===== src/rtl/mem_arb_pkg.sv =====
// Shared types and constants for the memory-port arbiter and its neighbours.
package mem_arb_pkg;

   // Which requester owns the access that was granted last cycle.
   typedef enum logic [1:0] {
      OWN_NONE = 2'd0,
      OWN_IF   = 2'd1,
      OWN_LD   = 2'd2,
      OWN_ST   = 2'd3
   } mem_owner_e;

   // Base of the unified memory image, shared with fetch and memory.
   localparam logic [31:0] BASE_ADDR = 32'h0100_0000;

endpackage


===== src/rtl/arb_starve_ctr.sv =====
// Saturating counter of consecutive cycles in which fetch was denied the port.
module arb_starve_ctr
   import mem_arb_pkg::*;
#(
   parameter int LIMIT = 4
) (
   input  logic clk,
   input  logic rst,
   input  logic inc,
   input  logic clr,
   output logic at_limit
);

   localparam int             W   = $clog2(LIMIT + 1);
   localparam logic [W-1:0]   LIM = W'(LIMIT);

   logic [W-1:0] cnt_q;
   logic [W-1:0] cnt_d;

   // Clear wins over increment; increment holds once the limit is reached.
   always_comb begin
      cnt_d = cnt_q;
      if (clr) begin
         cnt_d = '0;
      end else if (inc && (cnt_q != LIM)) begin
         cnt_d = cnt_q + 1'b1;
      end
   end

   // Count register, cleared immediately by reset.
   always_ff @(posedge clk or posedge rst) begin
      if (rst) begin
         cnt_q <= '0;
      end else begin
         cnt_q <= cnt_d;
      end
   end

   assign at_limit = (cnt_q == LIM);

endmodule


===== src/rtl/mem_port_arbiter.sv =====
// Shares one memory read/write port between instruction fetch and load/store,
// tracks the owner of the in-flight access and routes its response back.
module mem_port_arbiter
   import mem_arb_pkg::*;
#(
   parameter int AWIDTH       = 32,
   parameter int DWIDTH       = 32,
   parameter int STARVE_LIMIT = 4
) (
   input  logic              clk,
   input  logic              rst,
   input  logic              if_req_i,
   input  logic [AWIDTH-1:0] if_addr_i,
   output logic              if_gnt_o,
   output logic              if_rsp_valid_o,
   output logic [DWIDTH-1:0] if_rdata_o,
   input  logic              ls_req_i,
   input  logic              ls_we_i,
   input  logic [AWIDTH-1:0] ls_addr_i,
   input  logic [DWIDTH-1:0] ls_wdata_i,
   output logic              ls_gnt_o,
   output logic              ls_rsp_valid_o,
   output logic [DWIDTH-1:0] ls_rdata_o,
   output logic [AWIDTH-1:0] mem_addr_o,
   output logic [DWIDTH-1:0] mem_data_o,
   output logic              mem_read_en_o,
   output logic              mem_write_en_o,
   input  logic [DWIDTH-1:0] mem_data_i
);

   mem_owner_e owner_q;
   mem_owner_e owner_d;
   logic       starve_at_limit;
   logic       if_win;

   arb_starve_ctr #(
      .LIMIT (STARVE_LIMIT)
   ) u_starve_ctr (
      .clk      (clk),
      .rst      (rst),
      .inc      (if_req_i & ls_gnt_o),
      .clr      (if_gnt_o | ~if_req_i),
      .at_limit (starve_at_limit)
   );

   // Pick this cycle's winner, drive the memory port from it and note the owner.
   // Grants are masked during reset so every output is quiet while rst is high.
   always_comb begin
      if_win         = if_req_i & (~ls_req_i | starve_at_limit);
      if_gnt_o       = if_win & ~rst;
      ls_gnt_o       = ls_req_i & ~if_win & ~rst;
      mem_addr_o     = '0;
      mem_data_o     = '0;
      mem_read_en_o  = 1'b0;
      mem_write_en_o = 1'b0;
      owner_d        = OWN_NONE;
      if (if_gnt_o) begin
         mem_addr_o    = if_addr_i;
         mem_read_en_o = 1'b1;
         owner_d       = OWN_IF;
      end else if (ls_gnt_o) begin
         mem_addr_o = ls_addr_i;
         if (ls_we_i) begin
            mem_data_o     = ls_wdata_i;
            mem_write_en_o = 1'b1;
            owner_d        = OWN_ST;
         end else begin
            mem_read_en_o = 1'b1;
            owner_d       = OWN_LD;
         end
      end
   end

   // Owner of the access whose response arrives next cycle; reset drops it.
   always_ff @(posedge clk or posedge rst) begin
      if (rst) begin
         owner_q <= OWN_NONE;
      end else begin
         owner_q <= owner_d;
      end
   end

   // Steer the one-cycle-late memory data to the requester that owns it.
   always_comb begin
      if_rsp_valid_o = 1'b0;
      if_rdata_o     = '0;
      ls_rsp_valid_o = 1'b0;
      ls_rdata_o     = '0;
      case (owner_q)
         OWN_IF: begin
            if_rsp_valid_o = 1'b1;
            if_rdata_o     = mem_data_i;
         end
         OWN_LD: begin
            ls_rsp_valid_o = 1'b1;
            ls_rdata_o     = mem_data_i;
         end
         OWN_ST: begin
            ls_rsp_valid_o = 1'b1;
         end
         default: ;
      endcase
   end

endmodule

===== config.mk =====
export PLATFORM = sky130hd
export DESIGN_NAME = mem_port_arbiter
export DESIGN_NICKNAME = d
export VERILOG_FILES = /design/src/rtl/mem_arb_pkg.sv /design/src/rtl/arb_starve_ctr.sv /design/src/rtl/mem_port_arbiter.sv
export SDC_FILE = /design/constraint.sdc
export NUM_CORES = 1
export LEC_CHECK = 0
export ABC_AREA = 0
export CAP_MARGIN = 0
export CORE_AREA = 2 2 105 107
export CTS_CLUSTER_SIZE = 16
export DETAILED_ROUTE_END_ITERATION = 6
export DIE_AREA = 0 0 107 109
export PLACE_DENSITY = 0.54
export SLEW_MARGIN = 40
export SYNTH_ARGS = -nofsm -noshare
export SYNTH_HDL_FRONTEND = slang
export SYNTH_SLANG_ARGS = --single-unit

===== constraint.sdc =====
create_clock -name clk -period 3.93 [get_ports clk]
set_input_delay 0.393 -clock clk [delete_from_list [all_inputs] [get_ports clk]]
set_output_delay 0.393 -clock clk [all_outputs]
set_load 0.03 [all_outputs]

==> results of run 1 <==
==> cell usage after synthesis <==
master	count
sky130_fd_sc_hd__nor3b_1	1
sky130_fd_sc_hd__o21ai_0	1
sky130_fd_sc_hd__clkbuf_1	12
sky130_fd_sc_hd__a21boi_2	1
sky130_fd_sc_hd__o21bai_1	1
sky130_fd_sc_hd__a31oi_2	1
sky130_fd_sc_hd__dfrtp_1	5
sky130_fd_sc_hd__a21o_2	1
sky130_fd_sc_hd__and3_1	31
sky130_fd_sc_hd__buf_2	1
sky130_fd_sc_hd__and4b_2	1
sky130_fd_sc_hd__inv_1	3
sky130_fd_sc_hd__nand3_1	1
sky130_fd_sc_hd__nor2b_1	2
sky130_fd_sc_hd__buf_6	7
sky130_fd_sc_hd__a31oi_1	1
sky130_fd_sc_hd__nand2b_4	1
sky130_fd_sc_hd__a22o_1	27
sky130_fd_sc_hd__ha_1	2
sky130_fd_sc_hd__a22o_2	5
sky130_fd_sc_hd__a211o_2	1
sky130_fd_sc_hd__nor3b_4	1
sky130_fd_sc_hd__or3b_2	1
sky130_fd_sc_hd__nand2_1	2
sky130_fd_sc_hd__and2_1	65
sky130_fd_sc_hd__a21boi_0	3
==> worst max-delay path: stages (launching register included) <==
cell                              delay [ns]
sky130_fd_sc_hd__dfrtp_1                0.40
sky130_fd_sc_hd__inv_1                  0.07
sky130_fd_sc_hd__ha_1                   0.30
sky130_fd_sc_hd__a21boi_2               0.12
sky130_fd_sc_hd__nor3b_4                0.17
sky130_fd_sc_hd__buf_4                  0.36
sky130_fd_sc_hd__a22o_2                 0.22
sky130_fd_sc_hd__clkdlybuf4s50_1        0.68
==> area by class of cell <==
class / instances / area (um2) / share of cell area, %
Sequential cell: 5 / 125 / 3.02
Tap cell: 140 / 175 / 4.22
Clock buffer: 4 / 45.0 / 1.09
Timing Repair Buffer: 270 / 2700 / 65.1
Inverter: 3 / 11.3 / 0.272
Multi-Input combinational cell: 150 / 1090 / 26.3
==> power breakdown <==
part / internal, uW / switching, uW
Combinational: 249 / 209
Clock: 69.6 / 24.5
Sequential: 53.8 / 1.39
==> logic make-up after synthesis <==
family	synth area share [%]
and+or+nand+nor	50.9
DFF	9.29
adders and majority gates	1.86
buffers and inverters	10.4
AOI/OAI and AO/OA	27.5
==> layer usage <==
metal	track usage, %	wire, um	vias to the layer above
met5	0	0	-
met4	0	0	0
met3	3.83	819	0
met2	22.1	4190	128
met1	13.8	2990	1006
li1	-	-	1139
==> state kept, by name (all words and copies together), names as in the netlist <==
register	flops
u_starve_ctr.cnt_q	3
owner_q	2
==> worst max-delay path by stage <==
stage | startpoint | endpoint | slack [ns] | cells past startpoint
finish | u_starve_ctr.cnt_q[0] | mem_addr_o[27] | 0.98 | 7
global route | u_starve_ctr.cnt_q[0] | mem_addr_o[9] | 0.83 | 7
CTS | u_starve_ctr.cnt_q[0] | mem_addr_o[27] | 0.96 | 7
detailed placement | rst | mem_data_o[31] | 0.98 | 6
floorplan | u_starve_ctr.cnt_q[0] | mem_addr_o[20] | 1.88 | 6
global placement | rst | mem_data_o[31] | 0.96 | 6
==> per-stage QoR <==
step | power [uW] | worst slack (ns) | utilization (%) | cell area [um2]
after CTS | 614 | 0.963 | 39.2 | 4150
after global routing | 638 | 0.825 | 39.1 | 4150
after global placement | 515 | 0.963 | 38.7 | 4110
after floorplan | 259 | 1.88 | - | 1350
final | 607 | 0.984 | 39.1 | 4150
after detailed placement | 517 | 0.976 | 38.7 | 4110
==> load_flow_metrics.sql, run 1 <==
INSERT INTO impl_metrics (metric_group, metric, value, unit) VALUES
('critical_path', 'reg2reg_setup_slack', '2.31', 'ns'),
('grt', 'pin_count_of_the_biggest_net_entering_global_routing', '68', ''),
('yosys', 'synth-warning-count', '0', ''),
('clocking', 'later_pin_clock_latency_in_the_skew_report', '0.22', 'ns'),
('yosys', 'yosys_register_bits', '5', ''),
('min_path', 'hold_start', 'u_starve_ctr.cnt_q[1]', ''),
('critical_path', 'crit_type', 'register to primary output', ''),
('timing', 'setup_viols_final', '0', ''),
('yosys', 'synthesis.area', '1350', 'um2'),
('clocking', 'postCtsHoldBufs', '0', ''),
('timing', 'worstMarginPinSlew', '0.443', 'ns'),
('timing', 'clock_skew', '0.00235', 'ns'),
('clocking', 'clkSinkCount', '5', ''),
('clocking', 'cts_root_buffer', 'sky130_fd_sc_hd__clkbuf_8', ''),
('clocking', 'cts.repair_timing.setup_buffer_count', '0', ''),
('timing', 'final.setup.tns', '0', 'ns'),
('min_path', 'worst_hold_path_cells', '2', ''),
('die', 'die-height', '109', 'um'),
('timing', 'min_period', '2.95', 'ns'),
('clocking', 'cts_htree_levels', '1', ''),
('routing', 'route.detailed.vias_per_inst', '3.97', ''),
('grt', 'globalRouteTotalUtil', '11.7', '%'),
('placement', 'number_of_placed_cells_counting_well_taps', '568', ''),
('grt', 'grt_first_pass_wirelength', '11100', 'um'),
('placement', 'gpl.final_weighted_congestion', '0.750', ''),
('outcome', 'run_status', 'completed', ''),
('finish', 'final.fill_count', '1090', ''),
('die', 'row_count', '38', ''),
('yosys', 'post_synth_inst_count', '178', ''),
('pwr', 'powerDensity', '146', 'nW/um2'),
('routing', 'drt-pass1-iter-count', '4', ''),
('run', 'timing.max_cap.violations', '0', ''),
('critical_path', 'worst_ep_required', '3.54', 'ns'),
('pwr', 'leakagePower', '0.00168', 'uW'),
('die', 'initial_utilization', '12.7', '%'),
('critical_path', 'worst_r2r_path_depth', '6', ''),
('routing', 'drc_errors', '0', ''),
('timing', 'worst_hold_slack', '0.563', 'ns'),
('yosys', 'synthDistinctLibCells', '26', ''),
('finish', 'most-common-layout-cells', 'sky130_fd_sc_hd__clkdlybuf4s50_1, sky130_fd_sc_hd__and2_1, sky130_fd_sc_hd__and3_1', ''),
('die', 'ios', '267', ''),
('grt', 'globalRouteOverflowTotal', '0', ''),
('timing', 'hold_violations', '0', ''),
('routing', 'detailroute.via_count', '2273', ''),
('timing', 'achievable-frequency', '0.339', 'GHz'),
('timing', 'final_max_slew_viol_count', '0', ''),
('yosys', 'synthesis.nets', '313', ''),
('clocking', 'ctsLongestPathBuffers', '2', ''),
('placement', 'io_buffers', '266', ''),
('finish', 'layout-drive-gt1-share', '4.86', '%'),
('routing', 'totalWireLength', '8000', 'um'),
('min_path', 'worst_case_hold_path_end_point', 'u_starve_ctr.cnt_q[1]', ''),
('finish', 'final_cell_count_no_fill', '572', ''),
('critical_path', 'timing.critical_path.arrival', '2.55', 'ns'),
('finish', 'layout_commonest_cell', 'sky130_fd_sc_hd__clkdlybuf4s50_1', ''),
('placement', 'dpl.hpwl', '6560', 'um'),
('critical_path', 'rr_startpoint', 'u_starve_ctr.cnt_q[0]', ''),
('critical_path', 'crit_path_end_kind', 'primary output', ''),
('pwr', 'vdd_ir_drop_max', '144', 'uV'),
('yosys', 'synth_largest_type_area_fraction', '30.2', '%'),
('routing', 'remaining_number_of_nets_flagged_by_the_antenna_check_after_routing', '0', ''),
('yosys', 'fraction_of_the_yosys_area_taken_by_sequential_cells', '9.29', '%'),
('routing', 'detailed_route_iter0_violations', '136', ''),
('critical_path', 'startpoint_type', 'register', ''),
('die', 'die-area', '11700', 'um2'),
('finish', 'layout-area-overhead-vs-synth', '208', '%'),
('grt', 'via_count_of_the_first_global_routing_pass', '2015', ''),
('finish', 'antennaDiodeCount', '0', ''),
('timing', 'relSlewSlack', '70.5', '%'),
('yosys', 'netlist_top_cells_area', 'sky130_fd_sc_hd__and2_1, sky130_fd_sc_hd__a22o_1, sky130_fd_sc_hd__and3_1, sky130_fd_sc_hd__dfrtp_1, sky130_fd_sc_hd__buf_6', ''),
('clocking', 'clock_tree_from_tritoncts', 'built', '');
Note: power is estimated with default switching activity, not from simulation.
==> run 2, diff against run 1 <==
Settings changed: CORE_AREA 2 2 105 107 to 2 2 104 106, DIE_AREA 0 0 107 109 to 0 0 106 108, PLACE_DENSITY 0.54 to 0.57.
Clock period 3.93 ns to 2.5 ns, I/O delays scaled along.
==> run 2 against run 1 <==
Against the previous run: register-to-register slack lost 1.4 ns; non-clock buffer count rose by 4; die area down 1.8%; via count grew 3.0%; critical path type unchanged.
==> load_flow_metrics.sql, run 2 (synthesized netlist as in run 1, its figures left out) <==
INSERT INTO impl_metrics (metric_group, metric, value, unit) VALUES
('outcome', 'run_status', 'completed', ''),
('critical_path', 'critical_path.top_delay_family', 'buffers and inverters', ''),
('finish', 'layout-drive-gt1-share', '36.0', '%'),
('critical_path', 'startpoint_type', 'register', ''),
('routing', 'drt-pass1-iter-count', '4', ''),
('timing', 'clock_skew', '0.00250', 'ns'),
('timing', 'hold_violations', '0', ''),
('clocking', 'later_pin_clock_latency_in_the_skew_report', '0.22', 'ns'),
('run', 'timing.max_cap.violations', '0', ''),
('placement', 'dpl.hpwl', '7650', 'um'),
('die', 'row_count', '37', ''),
('grt', 'globalRouteOverflowTotal', '0', ''),
('timing', 'relSlewSlack', '76.8', '%'),
('placement', 'number_of_placed_cells_counting_well_taps', '568', ''),
('clocking', 'clkSinkCount', '5', ''),
('critical_path', 'crit_type', 'register to primary output', ''),
('timing', 'rsz0062_at_grt', 'false', ''),
('clocking', 'cts-buffers-inserted', '3', ''),
('clocking', 'cts.repair_timing.setup_buffer_count', '0', ''),
('clocking', 'cts_htree_levels', '1', ''),
('clocking', 'ctsLongestPathBuffers', '2', ''),
('clocking', 'cts_repair_resize_count', '0', ''),
('routing', 'detailed_route_iter0_violations', '78', ''),
('routing', 'routed_wire_length_per_instance', '15.6', 'um'),
('critical_path', 'timing.critical_path.arrival', '2.00', 'ns'),
('timing', 'min_period_over_period', '90.1', '%'),
('finish', 'largest_register_ffs', '3', ''),
('grt', 'globalRouteTotalUtil', '14.5', '%'),
('clocking', 'clock_tree_from_tritoncts', 'built', ''),
('routing', 'drc_errors', '0', ''),
('finish', 'finalNetCount', '572', ''),
('routing', 'detailroute.via_count', '2341', ''),
('critical_path', 'cp.buffers_inverters', '3', ''),
('finish', 'layout_commonest_cell', 'sky130_fd_sc_hd__clkdlybuf4s50_1', ''),
('placement', 'gpl.final_weighted_congestion', '0.754', ''),
('routing', 'route.detailed.vias_per_inst', '4.09', ''),
('grt', 'via_count_of_the_first_global_routing_pass', '2364', ''),
('critical_path', 'crit_path_frequent_cell', 'sky130_fd_sc_hd__buf_4', ''),
('critical_path', 'max_stage_delay', '0.40', 'ns'),
('routing', 'remaining_number_of_nets_flagged_by_the_antenna_check_after_routing', '0', ''),
('pwr', 'internal_power', '573', 'uW'),
('pwr', 'pwr-share-clk', '15.6', '%'),
('die', 'fp.coreArea', '10200', 'um2'),
('finish', 'layout-area-overhead-vs-synth', '194', '%'),
('pwr', 'power_switching', '382', 'uW'),
('routing', 'totalWireLength', '8920', 'um'),
('grt', 'grt_first_pass_wirelength', '13000', 'um'),
('finish', 'reg_top3', 'u_starve_ctr.cnt_q: 3 flops, owner_q: 2 flops', ''),
('placement', 'io_buffers', '266', ''),
('timing', 'achievable-frequency', '0.444', 'GHz'),
('finish', 'largest_register', 'u_starve_ctr.cnt_q', ''),
('pwr', 'vdd_ir_drop_max', '163', 'uV'),
('finish', 'most-common-layout-cells', 'sky130_fd_sc_hd__clkdlybuf4s50_1, sky130_fd_sc_hd__buf_4, sky130_fd_sc_hd__and2_1', ''),
('pwr', 'powerDensity', '241', 'nW/um2'),
('timing', 'final.setup.tns', '0', 'ns'),
('pwr', 'sequentialPowerShare', '9.1', '%'),
('critical_path', 'worst_ep_required', '2.25', 'ns'),
('die', 'ios', '267', ''),
('critical_path', 'critPathSlowestCell', 'sky130_fd_sc_hd__dfrtp_1', ''),
('grt', 'antenna_found_initial', '0', ''),
('die', 'die-area', '11400', 'um2'),
('clocking', 'clkSlewWorstSetupHoldPaths', '0.04', 'ns'),
('finish', 'final_cell_count_no_fill', '572', ''),
('critical_path', 'worstPathMaxFanout', '18', ''),
('min_path', 'worst_hold_path_type', 'primary input to async pin', ''),
('pwr', 'switching_share_of_power', '40.0', '%'),
('clocking', 'postCtsHoldBufs', '0', ''),
('timing', 'final_max_slew_viol_count', '0', ''),
('die', 'initial_utilization', '13.2', '%'),
('grt', 'pin_count_of_the_biggest_net_entering_global_routing', '46', ''),
('critical_path', 'worstPathCellList', 'inv_1 -> ha_1 -> a21boi_2 -> nor3b_4 -> buf_4 -> and4b_2 -> buf_4', ''),
('finish', 'antennaDiodeCount', '0', ''),
('pwr', 'leakagePower', '0.00197', 'uW'),
('clocking', 'cts_root_buffer', 'sky130_fd_sc_hd__clkbuf_8', ''),
('critical_path', 'crit_path_end_kind', 'primary output', ''),
('timing', 'setup_viols_final', '0', ''),
('die', 'die_extent_in_x', '106', 'um'),
('timing', 'min_period', '2.25', 'ns'),
('timing', 'worstMarginPinSlew', '0.347', 'ns'),
('die', 'die-height', '108', 'um'),
('pwr', 'comb_power_share', '75.3', '%');
run 2: worst paths after layout:
path                                       start               endpoint  slack (ns)  cells past startpoint
setup reg to reg           u_starve_ctr.cnt_q[0]             owner_q[0]        0.93                      6
hold reg to reg            u_starve_ctr.cnt_q[1]  u_starve_ctr.cnt_q[1]        0.56                      2
hold / removal                               rst  u_starve_ctr.cnt_q[1]        0.45                      2
max in group asynchronous                    rst             owner_q[0]        1.85                      2
setup / recovery           u_starve_ctr.cnt_q[0]         mem_data_o[31]        0.25                      7
min in group clk           u_starve_ctr.cnt_q[1]  u_starve_ctr.cnt_q[1]        0.56                      2
run 2: layer usage:
layer / global-route usage, % / vias to the layer above / part of all wire [%]
met2: 27.8 / 150 / 52
met4: 4.70 / 0 / 2.3
met5: 0 / - / 0
li1: - / 1146 / -
met3: 3.56 / 12 / 8.8
met1: 15.5 / 1033 / 37
run 2: final cells by class:
| type | instances | area, um2 |
|---|---|---|
| clock buffer | 4 | 45.0 |
| fill | 1025 | 6270 |
| inverter | 3 | 11.3 |
| multi-input combinational | 150 | 1090 |
| sequential | 5 | 125 |
| tap | 136 | 170 |
| timing repair buffer | 274 | 2510 |
run 2: stage by stage:
step	area (um2)	setup slack [ns]	total power, uW	hold WS (ns)	util (%)
global route	3960	0.129	1010	0.501	38.7
detailed placement	3910	0.370	812	0.558	38.2
global placement	3910	0.403	809	0.551	38.2
CTS	3960	0.215	966	0.467	38.7
floorplan	1350	0.591	407	0.0370	-
finish	3960	0.247	955	0.453	38.7
run 2: power groups by stage:
stage	logic, uW	registers [uW]	clock network, uW
2_1_floorplan	320	87.2	0
3_3_place_gp	721	87.8	0
3_5_place_dp	724	87.9	0
4_1_cts	727	86.9	153
5_1_grt	760	87.2	158
6_report	719	86.8	149
run 2: worst reg2reg max path, stage by stage (launching register included):
cell and delay [ns]:
sky130_fd_sc_hd__dfrtp_1 0.40, sky130_fd_sc_hd__inv_1 0.07, sky130_fd_sc_hd__ha_1 0.29, sky130_fd_sc_hd__a21boi_2 0.12, sky130_fd_sc_hd__nor3b_4 0.22, sky130_fd_sc_hd__buf_4 0.29
sky130_fd_sc_hd__a21o_2 0.13
==> run 3, diff against run 2 <==
Settings changed: RECOVER_POWER set to 100.
==> run 3 against run 2 <==
Against the previous run: clock power about the same; non-clock buffer count unchanged; critical endpoint is now mem_data_o[14]; highest routed layer unchanged; cell count did not move.
==> load_flow_metrics.sql, run 3 (synthesized netlist as in run 1, its figures left out) <==
INSERT INTO impl_metrics (metric_group, metric, value, unit) VALUES
('critical_path', 'rr_startpoint', 'u_starve_ctr.cnt_q[0]', ''),
('finish', 'largest_register_ffs', '3', ''),
('timing', 'relSlewSlack', '23.4', '%'),
('min_path', 'worst_hold_path_type', 'primary input to async pin', ''),
('critical_path', 'worstPathMaxFanout', '45', ''),
('critical_path', 'worst_ep_required', '2.25', 'ns'),
('grt', 'grt_first_pass_wirelength', '13000', 'um'),
('placement', 'io_buffers', '266', ''),
('grt', 'globalRouteTotalUtil', '14.5', '%'),
('clocking', 'clkSinkCount', '5', ''),
('pwr', 'finalPower', '893', 'uW'),
('routing', 'topRoutingLayerUsed', 'met4', ''),
('clocking', 'cts_repair_resize_count', '0', ''),
('clocking', 'cts_htree_levels', '1', ''),
('finish', 'layout-drive-gt1-share', '29.8', '%'),
('die', 'row_count', '37', ''),
('critical_path', 'startpoint_type', 'primary input', ''),
('clocking', 'clock_tree_from_tritoncts', 'built', ''),
('die', 'die-height', '108', 'um'),
('clocking', 'later_pin_clock_latency_in_the_skew_report', '0.22', 'ns'),
('routing', 'route.detailed.vias_per_inst', '4.09', ''),
('clocking', 'ctsLongestPathBuffers', '2', ''),
('finish', 'multi_input_area', '1080', 'um2'),
('finish', 'largest_register', 'u_starve_ctr.cnt_q', ''),
('finish', 'layout_commonest_cell', 'sky130_fd_sc_hd__clkdlybuf4s50_1', ''),
('finish', 'final.fill_count', '1106', ''),
('placement', 'gpl.final_weighted_congestion', '0.754', ''),
('clocking', 'cts_root_buffer', 'sky130_fd_sc_hd__clkbuf_8', ''),
('timing', 'rsz0062_at_grt', 'false', ''),
('timing', 'achievable-frequency', '0.427', 'GHz'),
('finish', 'antennaDiodeCount', '0', ''),
('critical_path', 'worst_r2r_path_depth', '6', ''),
('critical_path', 'rr_endpoint', 'owner_q[0]', ''),
('die', 'die-area', '11400', 'um2'),
('critical_path', 'critPathSlowestCell', 'sky130_fd_sc_hd__dlygate4sd3_1', ''),
('timing', 'final.setup.tns', '0', 'ns'),
('timing', 'worstMarginPinSlew', '1.15', 'ns'),
('critical_path', 'timing.critical_path.arrival', '2.09', 'ns'),
('routing', 'drc_errors', '0', ''),
('timing', 'final_max_slew_viol_count', '0', ''),
('finish', 'final_cell_count_no_fill', '572', ''),
('routing', 'routed_wire_length_per_instance', '15.6', 'um'),
('placement', 'dpl.hpwl', '7650', 'um'),
('routing', 'totalWireLength', '8910', 'um'),
('grt', 'globalRouteOverflowTotal', '0', ''),
('finish', 'finalNetCount', '572', ''),
('finish', 'finalCoreUtilization', '35.3', '%'),
('die', 'ios', '267', ''),
('routing', 'detailroute.wirelength.met2', '4590', 'um'),
('critical_path', 'crit_type', 'primary input to primary output', ''),
('finish', 'layout-area-overhead-vs-synth', '168', '%'),
('critical_path', 'max_stage_delay', '0.64', 'ns'),
('routing', 'detail_route.wirelength.met1', '3320', 'um'),
('grt', 'pin_count_of_the_biggest_net_entering_global_routing', '46', ''),
('routing', 'remaining_number_of_nets_flagged_by_the_antenna_check_after_routing', '0', ''),
('routing', 'met3WireLength', '792', 'um'),
('critical_path', 'worstPathCellList', 'dlygate4sd3_1 -> nand2b_1 -> a31oi_4 -> buf_12 -> and3_1 -> clkbuf_1', ''),
('timing', 'clock_skew', '0.00268', 'ns'),
('die', 'die_extent_in_x', '106', 'um'),
('outcome', 'run_status', 'completed', ''),
('clocking', 'cts-buffers-inserted', '3', ''),
('finish', 'reg_top3', 'u_starve_ctr.cnt_q: 3 flops, owner_q: 2 flops', ''),
('die', 'fp.coreArea', '10200', 'um2'),
('finish', 'most-common-layout-cells', 'sky130_fd_sc_hd__clkdlybuf4s50_1, sky130_fd_sc_hd__clkbuf_2, sky130_fd_sc_hd__buf_4', ''),
('pwr', 'powerDensity', '247', 'nW/um2'),
('timing', 'hold_violations', '0', ''),
('grt', 'antenna_found_initial', '0', ''),
('timing', 'min_period_over_period', '93.8', '%'),
('critical_path', 'reg2reg_setup_slack', '0.92', 'ns'),
('critical_path', 'crit_path_end_kind', 'primary output', ''),
('finish', 'register_area', '125', 'um2'),
('timing', 'setup_viols_final', '0', ''),
('routing', 'detailroute.via_count', '2342', ''),
('routing', 'drt-pass1-iter-count', '4', ''),
('run', 'timing.max_cap.violations', '0', ''),
('placement', 'number_of_placed_cells_counting_well_taps', '568', ''),
('clocking', 'cts.repair_timing.setup_buffer_count', '0', ''),
('clocking', 'postCtsHoldBufs', '0', ''),
('grt', 'via_count_of_the_first_global_routing_pass', '2364', ''),
('pwr', 'vdd_ir_drop_max', '163', 'uV'),
('clocking', 'clkSlewWorstSetupHoldPaths', '0.04', 'ns'),
('die', 'initial_utilization', '13.2', '%'),
('routing', 'detailed_route_iter0_violations', '81', ''),
('pwr', 'leakagePower', '0.00176', 'uW'),
('timing', 'min_period', '2.34', 'ns');
[run 3: per-stage QoR]
step | setup slack (ns) | cell area (um2) | hold WS, ns
after floorplan | 0.591 | 1350 | 0.0370
after CTS | 0.215 | 3960 | 0.467
after global placement | 0.403 | 3910 | 0.551
after detailed placement | 0.370 | 3910 | 0.558
final | 0.155 | 3610 | 0.541
after global routing | 0.0654 | 3610 | 0.575
[run 3: final cells by class]
| type | instances | area share, % |
|---|---|---|
| Timing Repair Buffer | 274 | 60.3 |
| Multi-Input combinational cell | 150 | 30.0 |
| Tap cell | 136 | 4.72 |
| Sequential cell | 5 | 3.47 |
| Clock buffer | 4 | 1.25 |
| Inverter | 3 | 0.312 |
[run 3: power by group]
part	switching, uW	internal, uW
logic	336	321
registers	2.22	84.6
clock network	39.7	109
[run 3: worst max path at each step]
stage / startpoint / end / slack [ns] / depth (start not counted)
finish: rst / mem_data_o[14] / 0.16 / 6
floorplan: u_starve_ctr.cnt_q[0] / mem_addr_o[20] / 0.59 / 6
global route: owner_q[1] / if_rdata_o[26] / 0.07 / 4
global placement: ls_req_i / mem_data_o[31] / 0.40 / 6
CTS: u_starve_ctr.cnt_q[0] / mem_addr_o[24] / 0.22 / 7
detailed placement: rst / mem_addr_o[24] / 0.37 / 6
[run 3: metal layers]
metal,up-vias,GRT usage [%]
met4,0,4.70
met1,1037,15.5
met5,-,0
met3,12,3.56
li1,1145,-
met2,148,27.8
[run 3: worst max-delay path: cells and delay by family]
family | cells | cell delay [ns]
buffers and inverters | 3 | 1.16
AND/OR/NAND/NOR | 2 | 0.45
AO/OA/AOI/OAI | 1 | 0.21
